File: src/rtl/instr_ctrl.sv
// Instruction register and decode control.
// Captures fetched instructions, decodes flow/ALU ops, tracks loop and retire counts.
module instr_ctrl (
    input  logic       clk,
    input  logic       ctrl_reset_n,
    input  logic [3:0] addr,
    input  logic [7:0] instr_in,
    input  logic       flag_z,
    output logic       pc_reset,
    output logic       jmp,
    output logic       ban,
    output logic [3:0] addrJmp,
    output logic       stop,
    output logic       alu_en,
    output logic [2:0] alu_op,
    output logic [7:0] ir,
    output logic       ir_valid,
    output logic [3:0] ir_addr,
    output logic [3:0] lc,
    output logic [7:0] retire_cnt
);

    localparam logic [3:0] OP_JMP   = 4'h1;
    localparam logic [3:0] OP_BR    = 4'h2;
    localparam logic [3:0] OP_BZ    = 4'h3;
    localparam logic [3:0] OP_SETLC = 4'h4;
    localparam logic [3:0] OP_LOOP  = 4'h5;
    localparam logic [3:0] OP_HALT  = 4'hF;

    logic [7:0] ir_q, ir_d;
    logic [3:0] ir_addr_q, ir_addr_d;
    logic       ir_valid_q, ir_valid_d;
    logic [3:0] lc_q, lc_d;
    logic [7:0] retire_cnt_q, retire_cnt_d;
    logic       stop_q, stop_d;
    logic       pc_reset_q, pc_reset_d;

    logic       dec_valid;
    logic [3:0] opcode;
    logic [3:0] imm;
    logic       take_jmp;
    logic       take_ban;
    logic       is_alu;
    logic       is_halt;

    // Decode the held instruction; everything is quiet unless it is live.
    always_comb begin
        opcode    = ir_q[7:4];
        imm       = ir_q[3:0];
        dec_valid = ir_valid_q && !stop_q;
        take_jmp  = 1'b0;
        take_ban  = 1'b0;
        is_alu    = 1'b0;
        is_halt   = 1'b0;
        if (dec_valid) begin
            take_jmp = (opcode == OP_JMP) ||
                       ((opcode == OP_LOOP) && (lc_q != 4'd0));
            take_ban = (opcode == OP_BR) ||
                       ((opcode == OP_BZ) && flag_z);
            is_alu   = opcode[3] && (opcode != OP_HALT);
            is_halt  = (opcode == OP_HALT);
        end
    end

    // Next-state: reset, startup bubble, halt freeze, or capture with squash.
    always_comb begin
        ir_d         = ir_q;
        ir_addr_d    = ir_addr_q;
        ir_valid_d   = 1'b0;
        lc_d         = lc_q;
        retire_cnt_d = retire_cnt_q;
        stop_d       = stop_q;
        pc_reset_d   = 1'b0;
        if (!ctrl_reset_n) begin
            ir_d         = 8'h00;
            ir_addr_d    = 4'd0;
            lc_d         = 4'd0;
            retire_cnt_d = 8'd0;
            stop_d       = 1'b0;
            pc_reset_d   = 1'b1;
        end else if (!stop_q && !pc_reset_q) begin
            ir_d       = instr_in;
            ir_addr_d  = addr;
            ir_valid_d = !(take_jmp || take_ban || is_halt);
            if (dec_valid) begin
                if (retire_cnt_q != 8'hFF)
                    retire_cnt_d = retire_cnt_q + 8'd1;
                if (opcode == OP_SETLC)
                    lc_d = imm;
                else if ((opcode == OP_LOOP) && (lc_q != 4'd0))
                    lc_d = lc_q - 4'd1;
                if (is_halt)
                    stop_d = 1'b1;
            end
        end
    end

    // State register with synchronous active-low reset folded into _d.
    always_ff @(posedge clk) begin
        ir_q         <= ir_d;
        ir_addr_q    <= ir_addr_d;
        ir_valid_q   <= ir_valid_d;
        lc_q         <= lc_d;
        retire_cnt_q <= retire_cnt_d;
        stop_q       <= stop_d;
        pc_reset_q   <= pc_reset_d;
    end

    assign jmp        = take_jmp;
    assign ban        = take_ban;
    assign addrJmp    = (take_jmp || take_ban) ? imm : 4'd0;
    assign alu_en     = is_alu;
    assign alu_op     = is_alu ? ir_q[6:4] : 3'd0;
    assign stop       = stop_q;
    assign pc_reset   = pc_reset_q;
    assign ir         = ir_q;
    assign ir_valid   = ir_valid_q;
    assign ir_addr    = ir_addr_q;
    assign lc         = lc_q;
    assign retire_cnt = retire_cnt_q;

endmodule

File: config.mk
export PLATFORM = sky130hd
export DESIGN_NAME = instr_ctrl
export DESIGN_NICKNAME = d
export VERILOG_FILES = /design/src/rtl/instr_ctrl.sv
export SDC_FILE = /design/constraint.sdc
export NUM_CORES = 1
export LEC_CHECK = 0
export CAP_MARGIN = 30
export CORE_UTILIZATION = 40
export DETAILED_ROUTE_END_ITERATION = 6
export PLACE_DENSITY = 0.85
export SLEW_MARGIN = 20
export SYNTH_ARGS = -nofsm -noshare
export SYNTH_HDL_FRONTEND = slang
export SYNTH_SLANG_ARGS = --single-unit
File: constraint.sdc
create_clock -name clk -period 4.4 [get_ports clk]
set_clock_uncertainty 0.05 [all_clocks]
set_input_delay 0.66 -clock clk [delete_from_list [all_inputs] [get_ports clk]]
set_output_delay 0.66 -clock clk [all_outputs]
set_load 0.02 [all_outputs]
==> results of run 1 <==
-- cell type report --
type,instances,area (µm²),share of cell area
sequential,27,541,0.291
tap,44,55.1,0.0296
timing repair buffer,51,510,0.275
multi-input combinational,121,713,0.384
clock buffer,4,26.3,0.0142
inverter,3,11.3,0.00606
-- worst min path at each step --
stage	startpoint	endpoint	slack, ns	depth (start not counted)
floorplan	ir_addr[0]	ir_addr[0]	0.48	2
global placement	ir_addr[0]	ir_addr[0]	0.39	2
global route	ir_addr[3]	ir_addr[3]	0.43	2
finish	ir_addr[3]	ir_addr[3]	0.42	2
detailed placement	ir_addr[0]	ir_addr[0]	0.40	2
CTS	ir_addr[0]	ir_addr[0]	0.42	2
-- state kept, by name (all words and copies together) (netlist names) --
register / cells
lc: 4
stop: 1
retire_cnt: 8
ir_addr: 4
ir: 8
ir_valid: 1
pc_reset: 1
-- cells in the mapped netlist (2+ instances only) --
cell	instances	area, µm²
clkbuf_1	4	15.0
nand3_1	8	40.0
ha_1	2	25.0
nand2b_1	2	12.5
xor2_1	5	43.8
or3_1	2	12.5
dfxtp_1	27	541
nor2_1	13	48.8
nand4_1	2	12.5
mux2i_1	2	20.0
a21o_1	2	15.0
inv_1	2	7.51
o31ai_1	2	15.0
o21ai_0	3	15.0
and2_1	8	50.1
nand4bb_1	2	22.5
and3_1	4	25.0
or2_2	3	18.8
nand2_1	31	116
a21oi_1	17	85.1
-- metrics by stage --
stage / total power, mW / hold WS, ns / utilization
floorplan: 0.303 / 0.483 / -
global placement: 0.340 / 0.394 / 0.600
detailed placement: 0.340 / 0.398 / 0.600
CTS: 0.446 / 0.417 / 0.608
global route: 0.465 / 0.432 / 0.608
finish: 0.442 / 0.416 / 0.608
-- power groups by stage --
stage | Sequential [mW] | Combinational (mW) | Clock (mW)
global placement | 0.268 | 0.0711 | 0
global route | 0.265 | 0.0775 | 0.122
floorplan | 0.277 | 0.0265 | 0
finish | 0.263 | 0.0713 | 0.107
CTS | 0.264 | 0.0720 | 0.111
detailed placement | 0.269 | 0.0714 | 0
-- cell families after synthesis --
kind of cell | after synthesis | synth area share
AND/OR/NAND/NOR | 83 | 0.356
AO/OA/AOI/OAI | 29 | 0.132
flip-flops | 27 | 0.422
buffers and inverters | 7 | 0.0205
XOR/XNOR | 5 | 0.0342
multiplexers | 2 | 0.0156
adder cells (fa/ha/maj) | 2 | 0.0195
-- per-layer routing --
metal	routed length [µm]	up-vias
li1	-	641
met1	1370	546
met2	1460	42
met3	169	2
met4	27	0
met5	0	-
-- critical path, delay by kind of cell --
kind,cells,cell delay (ns)
buf+inv,2,1.05
compound gates,1,0.33
simple gates,3,0.38
==> summary.txt, run 1 <==
area delta synth->final = 45.1%
1st-pass router iterations = 4
commonest cells after routing, fill and taps aside = 51 x clkdlybuf4s50_1, 31 x nand2_1, 27 x dfxtp_1
CP max stage cell = clkdlybuf4s50_1
IO Port Bufs = 51
Yosys warnings = 0
Tmin final = 3.12 ns
Fillers = 286
synth unique cells = 34
worst skew pair latency = 0.32 ns
Final Cell Area = 1860 µm²
routed wire length = 3.02 mm
largest net degree at the start of global routing = 26
WP data required = 3.69 ns
Core Box Area = 3050 µm²
maximum VDD drop = 0.154 mV
synthesized area = 1280 µm²
combinational share of power = 0.161
Crit Path Max Fanout = 5
sequential fraction of design power = 0.596
DIE HEIGHT = 58.6 µm
cell mode on critical path = clkdlybuf4s50_1
CP startpoint kind = primary input
drt wl/cell = 12.1 µm
initial antenna violation count = 0
Setup Slack @ Placement = 1.29 ns
RSZ-0062 raised after global routing = false
met3 Use GR = 0.0440
Async SR Flop Fraction = 0
critical path class = primary input to output pin
clk root buf = clkbuf_4
NetSw = 0.117 mW
Placed Area = 1830 µm²
Ports = 52
CTS resizes = 0
Peak Freq = 0.321 GHz
Post-Synthesis Cells = 155
initial DRC count = 38
fraction of layout cells with a size suffix above 1 = 0.0583
die area = 3430 µm²
sequential-to-total area share from yosys stat = 0.422
Period Utilization, post-route = 0.709
commonest non-fill, non-tap cell in the layout = clkdlybuf4s50_1
All-Layer GR Usage = 0.187
vias = 1231
H-Tree Level Count = 1
Critical Path Start = flag_z
ANT nets after route = 0
max-cap violations = 0
setup TNS = 0 ns
reg2reg setup slack = 2.56 ns
GR peak layer = met2
power density cells = 238 nW/µm²
Slew Limit Headroom = 0.422
crit path to = addrJmp[2]
P_int = 0.325 mW
DP Wirelength = 2.20 mm
placed insts = 246
slew of the pin with the lowest slew margin = 0.863 ns
DRC Markers = 0
leakage = 0.678 nW
slowest cell delay on critical path = 0.60 ns
r2r worst-path depth = 5
Hold Vio Cnt, Final = 0
CTS tree = built
hold_buf cts = 0
Starting Density = 0.419
Final nets = 224
Final Max Tran Viols = 0
EDFF count, synth = 0
first-pass GRT wire length = 4.80 mm
FP Rows = 20
clk slew on worst S/H paths = 0.15 ns
FF+latch count, synth = 27
syn nets = 172
WP data arrival = 2.41 ns
vias per inst = 4.92
crit-path cells = clkdlybuf4s50_1 -> nand2b_1 -> nand3_1 -> a21oi_1 -> and2_1 -> clkdlybuf4s50_1
Layout Cells excl Fill = 250
Syn Area/Cell = 8.26 µm²
capturing point of the worst reg2reg path = retire_cnt[5]
outcome = finished clean
slack of the critical path = 1.28 ns
die width = 58.6 µm
Antenna Cells = 0
Top FF cell, synth = dfxtp_1
clock buffer depth = 2
Final setup viols = 0
met2 Use GR = 0.297
RD Place Congestion = 0.804
post-CTS setup buffers = 0
vias in the first global route = 1062
worst r2r src = retire_cnt[0]
HP Class = flip-flop to flip-flop
gr ovfl total = 0
share of total power in the clock network = 0.243
GRT met1 Usage = 0.243
CTS buffer count = 3
Clock Sinks = 27
Sw Ratio = 0.266
CP endpoint kind = output pin
Power figures use the tool's default switching activity.
==> run 2, diff against run 1 <==
==> constraint.sdc (replaced) <==
create_clock -name clk -period 3.2 [get_ports clk]
set_clock_uncertainty 0.05 [all_clocks]
set_input_delay 0.48 -clock clk [delete_from_list [all_inputs] [get_ports clk]]
set_output_delay 0.48 -clock clk [all_outputs]
set_load 0.02 [all_outputs]
==> run 2 against run 1 <==
Compared with the run above:
- register-to-register slack worse by 1.2 ns
- die area did not move
- cell count did not move
- final area barely moved
- critical endpoint is now addrJmp[1]
- non-clock buffer count stayed put
- core utilization about the same
- critical path depth up 1
- sequential share of layout area hardly changed
==> summary.txt, run 2 (synthesized netlist as in run 1, its figures left out) <==
CTS tree = built
All-Layer GR Usage = 0.181
clock buffer depth = 2
drt wl/cell = 11.8 µm
post-CTS setup buffers = 0
H-Tree Level Count = 1
placed insts = 246
Peak Freq = 0.350 GHz
slowest cell delay on critical path = 0.60 ns
power density cells = 329 nW/µm²
first-pass GRT wire length = 4.86 mm
Period Utilization, post-route = 0.894
FP Rows = 20
clk root buf = clkbuf_4
gr ovfl total = 0
hold_buf cts = 0
slew of the pin with the lowest slew margin = 0.818 ns
largest net degree at the start of global routing = 26
vias in the first global route = 1114
critical path class = flip-flop to output pin
routed wire length = 2.94 mm
reg2reg setup slack = 1.38 ns
Tmin final = 2.86 ns
RSZ-0062 raised after global routing = false
Clock Sinks = 27
RD Place Congestion = 0.798
CTS buffer count = 3
vias per inst = 5.03
Crit Path Max Fanout = 5
CTS resizes = 0
IO Port Bufs = 51
die area = 3430 µm²
vias = 1258
slack of the critical path = 0.341 ns
commonest non-fill, non-tap cell in the layout = clkdlybuf4s50_1
Final nets = 224
commonest cells after routing, fill and taps aside = 51 x clkdlybuf4s50_1, 31 x nand2_1, 27 x dfxtp_1
clk slew on worst S/H paths = 0.16 ns
utilization after layout = 0.609
DIE HEIGHT = 58.6 µm
HP Class = flip-flop to flip-flop
initial antenna violation count = 0
WP data required = 2.67 ns
Ports = 52
leakage = 0.681 nW
die width = 58.6 µm
Final Max Tran Viols = 0
DRC Markers = 0
Fillers = 287
CP max stage cell = clkdlybuf4s50_1
area delta synth->final = 45.2%
Setup Slack @ Placement = 0.469 ns
Hold Vio Cnt, Final = 0
WP data arrival = 2.33 ns
FF/Latch Area = 541 µm²
area of the multi-input gates = 713 µm²
Core Box Area = 3050 µm²
fraction of layout cells with a size suffix above 1 = 0.0631
ANT nets after route = 0
max-cap violations = 0
Overall Power = 0.611 mW
Final setup viols = 0
Slew Limit Headroom = 0.452
Layout Cells excl Fill = 250
CP endpoint kind = output pin
Starting Density = 0.419
initial DRC count = 30
1st-pass router iterations = 4
Antenna Cells = 0
crit-path cells = inv_1 -> ha_1 -> nand4bb_1 -> nand3_1 -> a21oi_1 -> and2_1 -> clkdlybuf4s50_1
worst skew pair latency = 0.32 ns
CP startpoint kind = flip-flop
outcome = finished clean
setup TNS = 0 ns
DP Wirelength = 2.13 mm
maximum VDD drop = 0.247 mV
==> run 2: changes by cell type in the layout (fill, tap and decap cells not counted), sizes merged <==
| cell | change |
|---|---|
| clkinv | +1 |
| clkbuf | -1 |
==> run 2: final timing paths <==
check | depth (start not counted) | end | startpoint
worst min-delay path | 2 | ir_addr[3] | ir_addr[3]
worst max register to register | 5 | retire_cnt[5] | retire_cnt[0]
worst min register to register | 2 | ir_addr[3] | ir_addr[3]
worst max-delay path | 7 | addrJmp[1] | lc[0]
==> run 2: per-stage QoR <==
| step | instance area (µm²) | hold WS [ns] |
|---|---|---|
| after floorplan | 1280 | 0.483 |
| after global placement | 1830 | 0.398 |
| after detailed placement | 1830 | 0.401 |
| final | 1860 | 0.419 |
| after CTS | 1860 | 0.424 |
| after global routing | 1860 | 0.447 |
==> run 2: area by class of cell <==
class,count,share of cell area
tap,44,0.0296
sequential,27,0.291
clock inverter,1,0.00269
timing repair buffer,51,0.275
clock buffer,3,0.0121
inverter,3,0.00606
multi-input combinational,121,0.384
==> run 2: power breakdown <==
part           switching, mW  internal, mW
clock                  0.103        0.0468
sequential            0.0145         0.348
combinational         0.0479        0.0501
==> run 2: per-layer routing <==
layer / wire [µm] / track usage
met4: 27 / 0.0612
met3: 184 / 0.0396
met5: 0 / 0
met2: 1300 / 0.282
met1: 1420 / 0.250
==> run 2: critical path, delay by kind of cell, from the launching register on <==
family | cells | cell delay (ns)
adder cells (fa/ha/maj) | 1 | 0.24
flip-flops | 1 | 0.41
AO/OA/AOI/OAI | 1 | 0.29
AND/OR/NAND/NOR | 3 | 0.41
buffers and inverters | 2 | 0.66
